### config.mk
export PLATFORM = sky130hd
export DESIGN_NAME = san_irq_capture_flat
export DESIGN_NICKNAME = d
export VERILOG_FILES = /design/src/rtl/san_irq_capture_if.sv /design/src/rtl/san_irq_capture.sv /design/src/flat_wrapper.sv
export SDC_FILE = /design/constraint.sdc
export NUM_CORES = 1
export LEC_CHECK = 0
export CAP_MARGIN = 0
export CORE_MARGIN = 2
export CORE_UTILIZATION = 58
export CTS_CLUSTER_DIAMETER = 30
export DETAILED_ROUTE_END_ITERATION = 6
export PLACE_DENSITY = 0.92
export SLEW_MARGIN = 20
export SYNTH_ARGS = -nofsm -noshare
export SYNTH_HDL_FRONTEND = slang
export SYNTH_SLANG_ARGS = --single-unit
### constraint.sdc
create_clock -name S_AXI_ACLK -period 7.8 [get_ports S_AXI_ACLK]
set_input_delay 1.56 -clock S_AXI_ACLK [delete_from_list [all_inputs] [get_ports S_AXI_ACLK]]
set_output_delay 1.56 -clock S_AXI_ACLK [all_outputs]
set_load 0.005 [all_outputs]
### src/rtl/san_irq_capture_if.sv
// -----------------------------------------------------------------------------
// san_irq_capture_if
//   Register-access bundle between the AXI4-Lite slave front end and the
//   interrupt capture block. The front end has already decoded the AXI
//   handshakes into single-cycle write/read strobes and word indices.
//
//   slv_reg_wren  : register write strobe, one cycle per write
//   axi_awaddr    : write word index (3 bits)
//   S_AXI_WDATA   : write data (32 bits)
//   slv_reg_rden  : register read strobe, one cycle per read
//   axi_araddr    : read word index (3 bits)
//   reg_data_out  : registered read data (32 bits)
//
//   master : AXI front end (drives strobes, addresses, write data)
//   slave  : register block (drives read data)
// -----------------------------------------------------------------------------
interface san_irq_capture_if;
  logic        slv_reg_wren;
  logic [2:0]  axi_awaddr;
  logic [31:0] S_AXI_WDATA;
  logic        slv_reg_rden;
  logic [2:0]  axi_araddr;
  logic [31:0] reg_data_out;

  modport master (
    output slv_reg_wren,
    output axi_awaddr,
    output S_AXI_WDATA,
    output slv_reg_rden,
    output axi_araddr,
    input  reg_data_out
  );

  modport slave (
    input  slv_reg_wren,
    input  axi_awaddr,
    input  S_AXI_WDATA,
    input  slv_reg_rden,
    input  axi_araddr,
    output reg_data_out
  );
endinterface

### src/rtl/san_irq_capture.sv
// -----------------------------------------------------------------------------
// san_irq_capture
//   CPU-side capture of the counter block's EXT_IRQ pulse. Rising edges of
//   EXT_IRQ (while enabled) set a sticky PENDING flag that drives a level
//   interrupt to the PS until software clears it with a write-one-to-clear.
//   The block also keeps an accepted-event count, a saturating missed-event
//   count (edges that arrived while PENDING was already set), the timestamp
//   of the last edge that set PENDING, and a free-running cycle counter.
//
//   Register map (word index):
//     0 CTRL    RW  bit0 EN, bit1 CLR (write-1 pulse, reads 0)
//     1 STATUS  W1C bit0 PENDING, bit1 OVF
//     2 EVT_CNT RO  accepted edges, wraps
//     3 MISSED  RO  missed edges, saturating, zero-extended
//     4 LAST_TS RO  TIME captured at the last edge that set PENDING
//     5 TIME    RO  free-running cycle counter, wraps
//     6,7           read 0, writes ignored
//
//   Ports:
//     S_AXI_ACLK    : single clock, rising edge
//     S_AXI_ARESET  : synchronous active-high reset
//     EXT_IRQ       : interrupt pulse, same clock domain
//     bus           : register access bundle (slave side)
//     IRQ_OUT       : registered level interrupt, EN & PENDING
//     IRQ_EVENT_CNT : debug mirror of EVT_CNT
// -----------------------------------------------------------------------------
module san_irq_capture #(
  parameter int C_S_AXI_DATA_WIDTH = 32,
  parameter int MISSED_W           = 16
) (
  input  logic                          S_AXI_ACLK,
  input  logic                          S_AXI_ARESET,
  input  logic                          EXT_IRQ,
  san_irq_capture_if.slave              bus,
  output logic                          IRQ_OUT,
  output logic [C_S_AXI_DATA_WIDTH-1:0] IRQ_EVENT_CNT
);

  localparam logic [2:0] ADDR_CTRL    = 3'd0;
  localparam logic [2:0] ADDR_STATUS  = 3'd1;
  localparam logic [2:0] ADDR_EVT_CNT = 3'd2;
  localparam logic [2:0] ADDR_MISSED  = 3'd3;
  localparam logic [2:0] ADDR_LAST_TS = 3'd4;
  localparam logic [2:0] ADDR_TIME    = 3'd5;

  // Saturating increment for the MISSED counter: holds at all ones.
  function automatic logic [MISSED_W-1:0] sat_inc(input logic [MISSED_W-1:0] v);
    logic [MISSED_W-1:0] one;
    one    = '0;
    one[0] = 1'b1;
    if (&v) begin
      sat_inc = v;
    end else begin
      sat_inc = v + one;
    end
  endfunction

  // State registers
  logic                          ext_irq_d_r;
  logic                          en_r;
  logic                          pending_r;
  logic                          ovf_r;
  logic [31:0]                   evt_cnt_r;
  logic [MISSED_W-1:0]           missed_r;
  logic [31:0]                   last_ts_r;
  logic [31:0]                   time_r;
  logic                          irq_out_r;
  logic [C_S_AXI_DATA_WIDTH-1:0] rdata_r;

  // Next-state / decode signals
  logic                          wr_ctrl_s;
  logic                          wr_status_s;
  logic                          clr_s;
  logic                          pend_clr_s;
  logic                          ovf_clr_s;
  logic                          edge_s;
  logic                          accept_s;
  logic                          first_s;
  logic                          miss_s;
  logic                          en_next_s;
  logic                          pending_next_s;
  logic                          ovf_next_s;
  logic [31:0]                   evt_base_s;
  logic [31:0]                   evt_next_s;
  logic [MISSED_W-1:0]           missed_base_s;
  logic [MISSED_W-1:0]           missed_next_s;
  logic [31:0]                   last_ts_next_s;
  logic [C_S_AXI_DATA_WIDTH-1:0] rdata_s;
  logic                          unused_wdata_s;

  // Only the two low write-data bits carry meaning in this register map.
  assign unused_wdata_s = ^bus.S_AXI_WDATA[31:2];

  // Write decode, edge detect and next-state computation for all counters.
  always_comb begin
    wr_ctrl_s   = bus.slv_reg_wren & (bus.axi_awaddr == ADDR_CTRL);
    wr_status_s = bus.slv_reg_wren & (bus.axi_awaddr == ADDR_STATUS);
    clr_s       = wr_ctrl_s & bus.S_AXI_WDATA[1];
    pend_clr_s  = wr_status_s & bus.S_AXI_WDATA[0];
    ovf_clr_s   = wr_status_s & bus.S_AXI_WDATA[1];

    // EN gates with its pre-write value, so a write enabling EN cannot
    // accept an edge in the same cycle.
    edge_s   = EXT_IRQ & ~ext_irq_d_r;
    accept_s = edge_s & en_r;

    // An edge landing on a cycle that W1C-clears PENDING counts as a fresh
    // event, not a missed one: set wins over clear.
    first_s = accept_s & (~pending_r | pend_clr_s);
    miss_s  = accept_s & pending_r & ~pend_clr_s;

    // CLR zeroes the counters first; a same-cycle edge then lands on zero.
    if (clr_s) begin
      evt_base_s    = 32'd0;
      missed_base_s = '0;
    end else begin
      evt_base_s    = evt_cnt_r;
      missed_base_s = missed_r;
    end

    evt_next_s = evt_base_s + {31'd0, accept_s};

    if (miss_s) begin
      missed_next_s = sat_inc(missed_base_s);
    end else begin
      missed_next_s = missed_base_s;
    end

    if (first_s) begin
      last_ts_next_s = time_r;
    end else begin
      last_ts_next_s = last_ts_r;
    end

    if (wr_ctrl_s) begin
      en_next_s = bus.S_AXI_WDATA[0];
    end else begin
      en_next_s = en_r;
    end

    pending_next_s = (pending_r & ~pend_clr_s) | accept_s;
    // OVF is raised on the missed edge that leaves MISSED at all ones.
    ovf_next_s     = (ovf_r & ~ovf_clr_s) | (miss_s & (&missed_next_s));
  end

  // Read mux over the current (pre-update) register values.
  always_comb begin
    rdata_s = '0;
    case (bus.axi_araddr)
      ADDR_CTRL:    rdata_s[0]          = en_r;
      ADDR_STATUS:  rdata_s[1:0]        = {ovf_r, pending_r};
      ADDR_EVT_CNT: rdata_s[31:0]       = evt_cnt_r;
      ADDR_MISSED:  rdata_s[MISSED_W-1:0] = missed_r;
      ADDR_LAST_TS: rdata_s[31:0]       = last_ts_r;
      ADDR_TIME:    rdata_s[31:0]       = time_r;
      default:      rdata_s             = '0;
    endcase
  end

  // Control, status and counter registers.
  always_ff @(posedge S_AXI_ACLK) begin
    if (S_AXI_ARESET) begin
      ext_irq_d_r <= 1'b0;
      en_r        <= 1'b0;
      pending_r   <= 1'b0;
      ovf_r       <= 1'b0;
      evt_cnt_r   <= 32'd0;
      missed_r    <= '0;
      last_ts_r   <= 32'd0;
      time_r      <= 32'd0;
    end else begin
      ext_irq_d_r <= EXT_IRQ;
      en_r        <= en_next_s;
      pending_r   <= pending_next_s;
      ovf_r       <= ovf_next_s;
      evt_cnt_r   <= evt_next_s;
      missed_r    <= missed_next_s;
      last_ts_r   <= last_ts_next_s;
      time_r      <= time_r + 32'd1;
    end
  end

  // Registered interrupt level, built from the current EN and PENDING so
  // both set and clear reach the pin one cycle after the flag changes.
  always_ff @(posedge S_AXI_ACLK) begin
    if (S_AXI_ARESET) begin
      irq_out_r <= 1'b0;
    end else begin
      irq_out_r <= en_r & pending_r;
    end
  end

  // Read data register: captured on a read strobe, held otherwise.
  always_ff @(posedge S_AXI_ACLK) begin
    if (S_AXI_ARESET) begin
      rdata_r <= '0;
    end else if (bus.slv_reg_rden) begin
      rdata_r <= rdata_s;
    end else begin
      rdata_r <= rdata_r;
    end
  end

  assign bus.reg_data_out = rdata_r;
  assign IRQ_OUT          = irq_out_r;
  assign IRQ_EVENT_CNT    = evt_cnt_r;

endmodule

### src/flat_wrapper.sv
// flat-port wrapper written by rule: the top's interface ports become plain ports
module san_irq_capture_flat 
#(
  parameter int C_S_AXI_DATA_WIDTH = 32,
  parameter int MISSED_W           = 16
)
  (S_AXI_ACLK, S_AXI_ARESET, EXT_IRQ, IRQ_OUT, IRQ_EVENT_CNT, bus_slv_reg_wren, bus_axi_awaddr, bus_S_AXI_WDATA, bus_slv_reg_rden, bus_axi_araddr, bus_reg_data_out);
  san_irq_capture_if bus_i ();
  input  logic S_AXI_ACLK;
  input  logic S_AXI_ARESET;
  input  logic EXT_IRQ;
  output logic IRQ_OUT;
  output logic [C_S_AXI_DATA_WIDTH-1:0] IRQ_EVENT_CNT;
  input wire logic [$bits(bus_i.slv_reg_wren)-1:0] bus_slv_reg_wren;
  input wire logic [$bits(bus_i.axi_awaddr)-1:0] bus_axi_awaddr;
  input wire logic [$bits(bus_i.S_AXI_WDATA)-1:0] bus_S_AXI_WDATA;
  input wire logic [$bits(bus_i.slv_reg_rden)-1:0] bus_slv_reg_rden;
  input wire logic [$bits(bus_i.axi_araddr)-1:0] bus_axi_araddr;
  output wire logic [$bits(bus_i.reg_data_out)-1:0] bus_reg_data_out;
  assign bus_i.slv_reg_wren = bus_slv_reg_wren;
  assign bus_i.axi_awaddr = bus_axi_awaddr;
  assign bus_i.S_AXI_WDATA = bus_S_AXI_WDATA;
  assign bus_i.slv_reg_rden = bus_slv_reg_rden;
  assign bus_i.axi_araddr = bus_axi_araddr;
  assign bus_reg_data_out = bus_i.reg_data_out;
  san_irq_capture #(.C_S_AXI_DATA_WIDTH(C_S_AXI_DATA_WIDTH), .MISSED_W(MISSED_W)) u_core (.S_AXI_ACLK(S_AXI_ACLK), .S_AXI_ARESET(S_AXI_ARESET), .EXT_IRQ(EXT_IRQ), .bus(bus_i), .IRQ_OUT(IRQ_OUT), .IRQ_EVENT_CNT(IRQ_EVENT_CNT));
endmodule
==> metrics.md, run 1 <==
| Metric | Value |
|---|---|
| Worst path bufs/invs | `1` |
| Vias post-DR | `6496` |
| Num CTS Buffers | `17` |
| Hold Buf Count CTS | `0` |
| Final slew viol count | `0` |
| Synth Register Bits | `149` |
| Failing checks | `DRC` |
| Pwr/cell area | `204 nW/um^2` |
| RSZ-0062 raised after global routing | `no` |
| R2R depth | `9` |
| Layout cells sized above 1 | `5.49%` |
| H-tree levels | `4` |
| Hold Vio Cnt, Final | `0` |
| 1st-iter DRT viols | `728` |
| Leakage dissipation | `2.84 nW` |
| Endpoint class of the critical path | `flip-flop` |
| CP max FO | `16` |
| Initial Utilization | `59.8%` |
| Die area | `12800 um^2` |
| Commonest non-fill, non-tap cell in the layout | `dfxtp_1` |
| CP required | `8.09 ns` |
| Max-cap viol count | `0` |
| Status | `finished with violations` |
| Synth unique cells | `49` |
| Cell Area, Synth | `6890 um^2` |
| Crit path launch type | `input port` |
| Area growth from synthesis to layout | `20.8%` |
| R2R Path End | `u_core.IRQ_EVENT_CNT[25]$_SDFF_PP0_` |
| Post-CTS sizing | `0` |
| First-pass GRT wire length | `30500 um` |
| Largest net degree at the start of global routing | `93` |
| Critical-path top delay cell | `nor4bb_1` |
| Diode count | `0` |
| Longest Clk Path Bufs | `2` |
| HPWL after DPL | `12100 um` |
| Die Y | `113 um` |
| Worst vdd ir | `0.127 mV` |
| Crit-path max cell delay | `0.70 ns` |
| Clock transition at the registers of the reported paths | `0.06 ns` |
| Post-Syn Area per Cell | `8.15 um^2` |
| # setup viols final | `0` |
| CORE AREA | `11500 um^2` |
| Achievable clock frequency | `217 MHz` |
| Cells after Synth | `846` |
| Core Rows | `39` |
| Ys flop type | `dfxtp_1` |
| R2R setup slack | `5.14 ns` |
| Clock sink total | `149` |
| Dominant cell type by area after synthesis | `dfxtp_1` |
| Critical path class | `input port to flip-flop` |
| Global route overflow | `0` |
| Worst Hold Path Cells | `2` |
| Die Width | `113 um` |
| DRT antenna net count | `0` |
| Port bufs | `77` |
| Fin Clk Skew | `0.0134 ns` |
| Min-delay worst type | `flip-flop to flip-flop` |
| Commonest cells after routing, fill and taps aside | `dfxtp_1, nand2_1, nor2_1` |
| Routability cong. | `0.950` |
| Vias in the first global route | `5928` |
| Share of the synthesized area in the top cell type | `43.3%` |
| CTS tree | `done` |
| Post-CTS Setup Bufs | `0` |
| Post-synth net total | `892` |
| Fin Setup TNS | `0 ns` |
| YS warnings | `0` |
| Hold_sp | `u_core.last_ts_r[31]$_SDFFE_PP0P_` |
| FF-to-FF Start | `u_core.en_r$_SDFFE_PP0N_` |
| Top-level I/O count | `108` |
| Crit path max-delay family | `simple AND/OR/NAND/NOR gates` |
| CP cell instances | `clkdlybuf4s50_1 > nor4bb_1 > nand2_1 > and2_1 > ha_1 > and3_1 > a21boi_0 > nand3_1 > nor4_1 > xnor2_1 > nor2_1` |
| Sequential area share after synthesis | `43.3%` |
| Async S/R FF share, synth | `0%` |
| Crit path from | `bus_S_AXI_WDATA[1]` |
| WHS Endpoint | `u_core.last_ts_r[31]$_SDFFE_PP0P_` |
| Fin crit share | `59.2%` |
| Number of synthesized flops with an enable pin | `0` |
| First-pass detailed-route iteration total | `7` |
| DRC viols | `7` |
| Nets | `943` |
| Area contributors post-synth | `dfxtp_1, nand2_1, nor2_1` |
| Root Buffer | `clkbuf_16` |
| Initial antenna violation count | `0` |
| Relative slew margins | `33.2%` |
| Worst-Margin Slew | `1.00 ns` |
| Final core utilization | `72.3%` |
| Vias/cell | `6.17` |
| Worst EP arrival | `4.91 ns` |
| Routed wire length per instance | `18.2 um` |
| Fin crit period | `4.62 ns` |
| Later-pin clock latency in the skew report | `0.43 ns` |
| Total Routed Length | `19200 um` |
| Gr usage total | `30.0%` |
## report_power, final
group,internal [W],total (W),switching [W]
clock,0.000534,0.000857,0.000322
sequential,0.000767,0.000771,0.00000452
combinational,0.0000252,0.0000720,0.0000468
total,0.00133,0.00170,0.000374
## worst max-delay path by stage
stage                                                     end  slack (ns)  cells past startpoint
after floorplan           u_core.IRQ_EVENT_CNT[28]$_SDFF_PP0_        3.94                     11
after global placement    u_core.IRQ_EVENT_CNT[28]$_SDFF_PP0_        2.69                     11
after detailed placement  u_core.IRQ_EVENT_CNT[20]$_SDFF_PP0_        2.63                     11
after CTS                 u_core.IRQ_EVENT_CNT[20]$_SDFF_PP0_        2.94                     11
after global routing      u_core.IRQ_EVENT_CNT[25]$_SDFF_PP0_        2.92                     11
final                     u_core.IRQ_EVENT_CNT[25]$_SDFF_PP0_        3.18                     11
## layer usage
metal | share of wire (%) | track usage [%] | routed length (um) | up-vias
met2 | 48 | 48.5 | 9290 | 345
met1 | 40 | 39.9 | 7770 | 3076
met4 | 2.2 | 11.8 | 419 | 0
met3 | 8.9 | 5.68 | 1700 | 46
met5 | 0 | 0 | 0 | -
li1 | - | - | - | 3029
## Yosys cell counts (2+ instances only)
cell type,number
o21ai_0,37
ha_1,3
dfxtp_1,149
clkbuf_1,42
a21oi_1,70
nand3_1,30
buf_2,3
o2111ai_1,2
nor2b_1,25
a211oi_1,3
nor3_1,11
nor3b_1,2
a221oi_1,5
a31oi_1,2
and2_1,8
xnor2_1,26
inv_1,11
nand2_1,121
nor2_1,110
or3_1,9
nand3b_1,2
or4_1,3
xor2_1,35
nor4_2,2
nand2b_1,4
buf_1,7
nor4_1,10
or2_2,2
and3_1,11
mux2i_1,32
a22oi_1,20
o221ai_1,10
nand4_1,16
and4_1,8
## through the flow
step / power (W) / setup WS, ns / area (um^2) / hold slack, ns / instances
2_1_floorplan: 0.000830 / 3.94 / 6890 / 0.436 / 846
3_3_place_gp: 0.000856 / 2.69 / 7700 / 0.441 / 1021
3_5_place_dp: 0.000857 / 2.63 / 7700 / 0.447 / 1021
4_1_cts: 0.00170 / 2.94 / 8320 / 0.455 / 1053
5_1_grt: 0.00174 / 2.92 / 8320 / 0.470 / 1053
6_report: 0.00170 / 3.18 / 8320 / 0.455 / 1053
## flip-flops by register name, summed over array words and instances (netlist names)
register                 count
u_core.last_ts_r            32
u_core.IRQ_OUT               1
u_core.en_r                  1
u_core.missed_r             16
u_core.IRQ_EVENT_CNT        32
u_core.bus.reg_data_out     32
u_core.ovf_r                 1
u_core.time_r               32
u_core.ext_irq_d_r           1
u_core.pending_r             1
## cell families (layout without fill, tap and decap cells)
kind of cell               Yosys count  count (layout)  share of synthesized area (%)
muxes                               32              32                           4.65
and+or+nand+nor                    381             381                           26.4
xor gates and xnor gates            61              61                           7.75
AOI/OAI and AO/OA                  157             157                           13.9
adders and majority gates            3               3                          0.545
buffers and inverters               63             127                           3.49
DFF                                149             149                           43.3
## layout make-up
| cell class | instances | area [um^2] |
|---|---|---|
| multi-input combinational | 634 | 3690 |
| fill | 826 | 3190 |
| clock inverter | 13 | 181 |
| clock buffer | 19 | 433 |
| timing repair buffer | 84 | 816 |
| inverter | 11 | 41.3 |
| sequential | 149 | 2980 |
| tap | 143 | 179 |
## worst register-to-register path, cell delays in order (launching register included)
cell	delay, ns
dfxtp_1	0.42
nand3b_1	0.21
inv_1	0.14
ha_1	0.18
and3_1	0.23
a21boi_0	0.47
nand3_1	0.33
nor4_1	0.34
xnor2_1	0.17
nor2_1	0.05
(Power assumes the default switching activity.)
==> run 2, diff against run 1 <==
- CORE_UTILIZATION: 58 -> 54
- PLACE_DENSITY: 0.92 -> 0.87
- clock period: 7.8 -> 4.5 ns (I/O delays scaled with it)
==> run 2 against run 1 <==
Against the previous run:
- the run now ends clean
- clock power rose by 65%
- total power rose by 69%
- sequential share of layout area shrank 0.13 points
- non-clock buffer count is 5 higher
- clock-buffer cell count increased by 3
- largest cell class unchanged
==> metrics.md, run 2 (synthesized netlist as in run 1, its figures left out) <==
| Metric | Value |
|---|---|
| Root Buffer | `clkbuf_16` |
| Commonest non-fill, non-tap cell in the layout | `dfxtp_1` |
| Fin crit share | `75.7%` |
| Fin Clk Skew | `0.00652 ns (-0.00685 ns)` |
| Pwr/cell area | `344 nW/um^2 (+68%)` |
| 1st-iter DRT viols | `945 (+30%)` |
| Crit path launch type | `input port` |
| Vias/cell | `6.03 (-2.2%)` |
| Num CTS Buffers | `17 (unchanged)` |
| CP cell instances | `clkdlybuf4s50_1 > nor4bb_1 > nand2_1 > buf_4 > and2_1 > ha_1 > o2111ai_1 > nor4_1 > buf_4 > nand4_1 > xor2_1 > nor2_1` |
| Clock sink total | `149 (unchanged)` |
| Worst vdd ir | `0.263 mV (+110%)` |
| Gr usage total | `27.9% (-2.1 points)` |
| Die Width | `117 um (+3.5%)` |
| First-pass GRT wire length | `29800 um (-2.2%)` |
| Routed wire length per instance | `17.5 um (-4.1%)` |
| Achievable clock frequency | `293 MHz` |
| CTS tree | `done` |
| Fin Setup TNS | `0 ns (unchanged)` |
| Relative slew margins | `35.7% (+2.6 points)` |
| Max-cap viol count | `0 (unchanged)` |
| Die area | `13700 um^2 (+7.1%)` |
| Global route overflow | `0 (unchanged)` |
| First-pass detailed-route iteration total | `5 (-2)` |
| Die Y | `117 um (+3.5%)` |
| Worst-Margin Slew | `0.959 ns (-0.0410 ns)` |
| Status | `finished, final reports clean` |
| Flop pwr share | `46.5% (+1.1 points)` |
| Min-delay worst type | `flip-flop to flip-flop` |
| Critical-path top delay cell | `nor4bb_1` |
| Hold Buf Count CTS | `0 (unchanged)` |
| Initial antenna violation count | `0 (unchanged)` |
| CP required | `4.81 ns (-3.28 ns)` |
| Post-CTS Setup Bufs | `0 (unchanged)` |
| Area growth from synthesis to layout | `21.2%` |
| Total Routed Length | `18900 um (-1.2%)` |
| Later-pin clock latency in the skew report | `0.42 ns (about the same)` |
| Critical path depth | `12 (+1)` |
| RSZ-0062 raised after global routing | `no` |
| Routability cong. | `0.884 (-6.9%)` |
| Vias post-DR | `6546 (+0.77%)` |
| Fin crit period | `3.41 ns` |
| Clock transition at the registers of the reported paths | `0.06 ns (about the same)` |
| Post-CTS sizing | `0 (unchanged)` |
| Leakage dissipation | `2.85 nW (+0.11%)` |
| Worst EP arrival | `3.71 ns (-1.20 ns)` |
| CP max FO | `15 (-1)` |
| Crit path max-delay family | `simple AND/OR/NAND/NOR gates` |
| Diode count | `0 (unchanged)` |
| Clock power frac | `49.1% (-1.3 points)` |
| Switching Fraction | `22.1% (+0.081 points)` |
| H-tree levels | `4 (unchanged)` |
| Worst Hold Path Cells | `2 (unchanged)` |
| Critical path class | `input port to flip-flop` |
| Layout cells sized above 1 | `5.81% (+0.31 points)` |
| R2R depth | `9 (unchanged)` |
| Hold Vio Cnt, Final | `0 (unchanged)` |
| Final slew viol count | `0 (unchanged)` |
| Combinational share of power | `4.3% (about the same)` |
| # setup viols final | `0 (unchanged)` |
| Internal | `0.00224 W (+69%)` |
| DRT antenna net count | `0 (unchanged)` |
| Nets | `948 (+0.53%)` |
| Commonest cells after routing, fill and taps aside | `dfxtp_1, nand2_1, nor2_1` |
| HPWL after DPL | `12200 um (+0.72%)` |
| Worst path bufs/invs | `3 (+2)` |
| Vias in the first global route | `5996 (+1.1%)` |
| Core Rows | `41 (+5.1%)` |
| DRC viols | `0 (-7)` |
| Port bufs | `77 (unchanged)` |
| NetSw | `0.000634 W (+70%)` |
| Longest Clk Path Bufs | `2 (unchanged)` |
| Largest net degree at the start of global routing | `81 (-13%)` |
| Initial Utilization | `55.1% (-4.8 points)` |
| Most used cell along the critical path | `buf_4` |
| Crit-path max cell delay | `0.70 ns (about the same)` |
| CORE AREA | `12500 um^2 (+8.7%)` |
| Top-level I/O count | `108 (unchanged)` |
| Total power | `0.00287 W (+69%)` |
| Endpoint class of the critical path | `flip-flop` |
## run 2: cell count changes in the layout (fill, tap and decap cells not counted), moves of 2 or more
cell,previous run,this run
clkbuf_8,0,4
buf_4,8,13
clkinv_2,4,2
bufinv_16,4,2
clkinvlp_4,2,4
clkinv_4,2,0
## run 2: final cells by class
type,count,area (um^2)
Clock buffer,22,484
Clock inverter,8,100
Fill cell,992,4170
Inverter,11,41.3
Multi-Input combinational cell,634,3670
Sequential cell,149,2980
Tap cell,172,215
Timing Repair Buffer,89,853
## run 2: worst reg2reg max path, stage by stage, from the launching register on
cell and delay (ns):
dfxtp_1 0.41, nand3b_1 0.16, inv_1 0.13, ha_1 0.17
and3_1 0.20, a21boi_0 0.45, nand3_1 0.29, nor4_1 0.32
xnor2_1 0.16, nor2_1 0.05
## run 2: through the flow
stage / cells / utilization (%) / area, um^2 / worst slack, ns / hold WS [ns]
2_1_floorplan: 846 / - / 6890 / 1.30 / 0.436
3_3_place_gp: 1055 / 62.1 / 7770 / 0.844 / 0.441
3_5_place_dp: 1055 / 62.1 / 7770 / 0.777 / 0.446
4_1_cts: 1085 / 66.7 / 8350 / 1.16 / 0.454
5_1_grt: 1085 / 66.7 / 8350 / 0.857 / 0.471
6_report: 1085 / 66.7 / 8350 / 1.09 / 0.453
## run 2: per-layer routing
metal / wire, um / GRT usage (%) / share of wire (%) / vias up
met5: 0 / 0 / 0 / -
met4: 493 / 12.0 / 2.6 / 0
met3: 1710 / 6.80 / 9.0 / 53
met2: 9140 / 44.2 / 48 / 374
met1: 7600 / 36.4 / 40 / 3073
li1: - / - / - / 3046
## run 2: power by group through the flow
| stage | logic, W | registers (W) | clock network [W] |
|---|---|---|---|
| global route | 0.000133 | 0.00134 | 0.00147 |
| finish | 0.000124 | 0.00134 | 0.00141 |
| detailed placement | 0.000121 | 0.00137 | 0 |
| global placement | 0.000119 | 0.00137 | 0 |
| floorplan | 0.0000737 | 0.00136 | 0 |
| CTS | 0.000122 | 0.00134 | 0.00141 |
## run 2: path summary, 6_finish.rpt
check                              startpoint                             endpoint  slack (ns)
max                        bus_S_AXI_WDATA[1]  u_core.IRQ_EVENT_CNT[20]$_SDFF_PP0_        1.09
min          u_core.last_ts_r[5]$_SDFFE_PP0P_     u_core.last_ts_r[5]$_SDFFE_PP0P_        0.45
max reg2reg          u_core.en_r$_SDFFE_PP0N_  u_core.IRQ_EVENT_CNT[27]$_SDFF_PP0_        2.03
min reg2reg  u_core.last_ts_r[5]$_SDFFE_PP0P_     u_core.last_ts_r[5]$_SDFFE_PP0P_        0.45
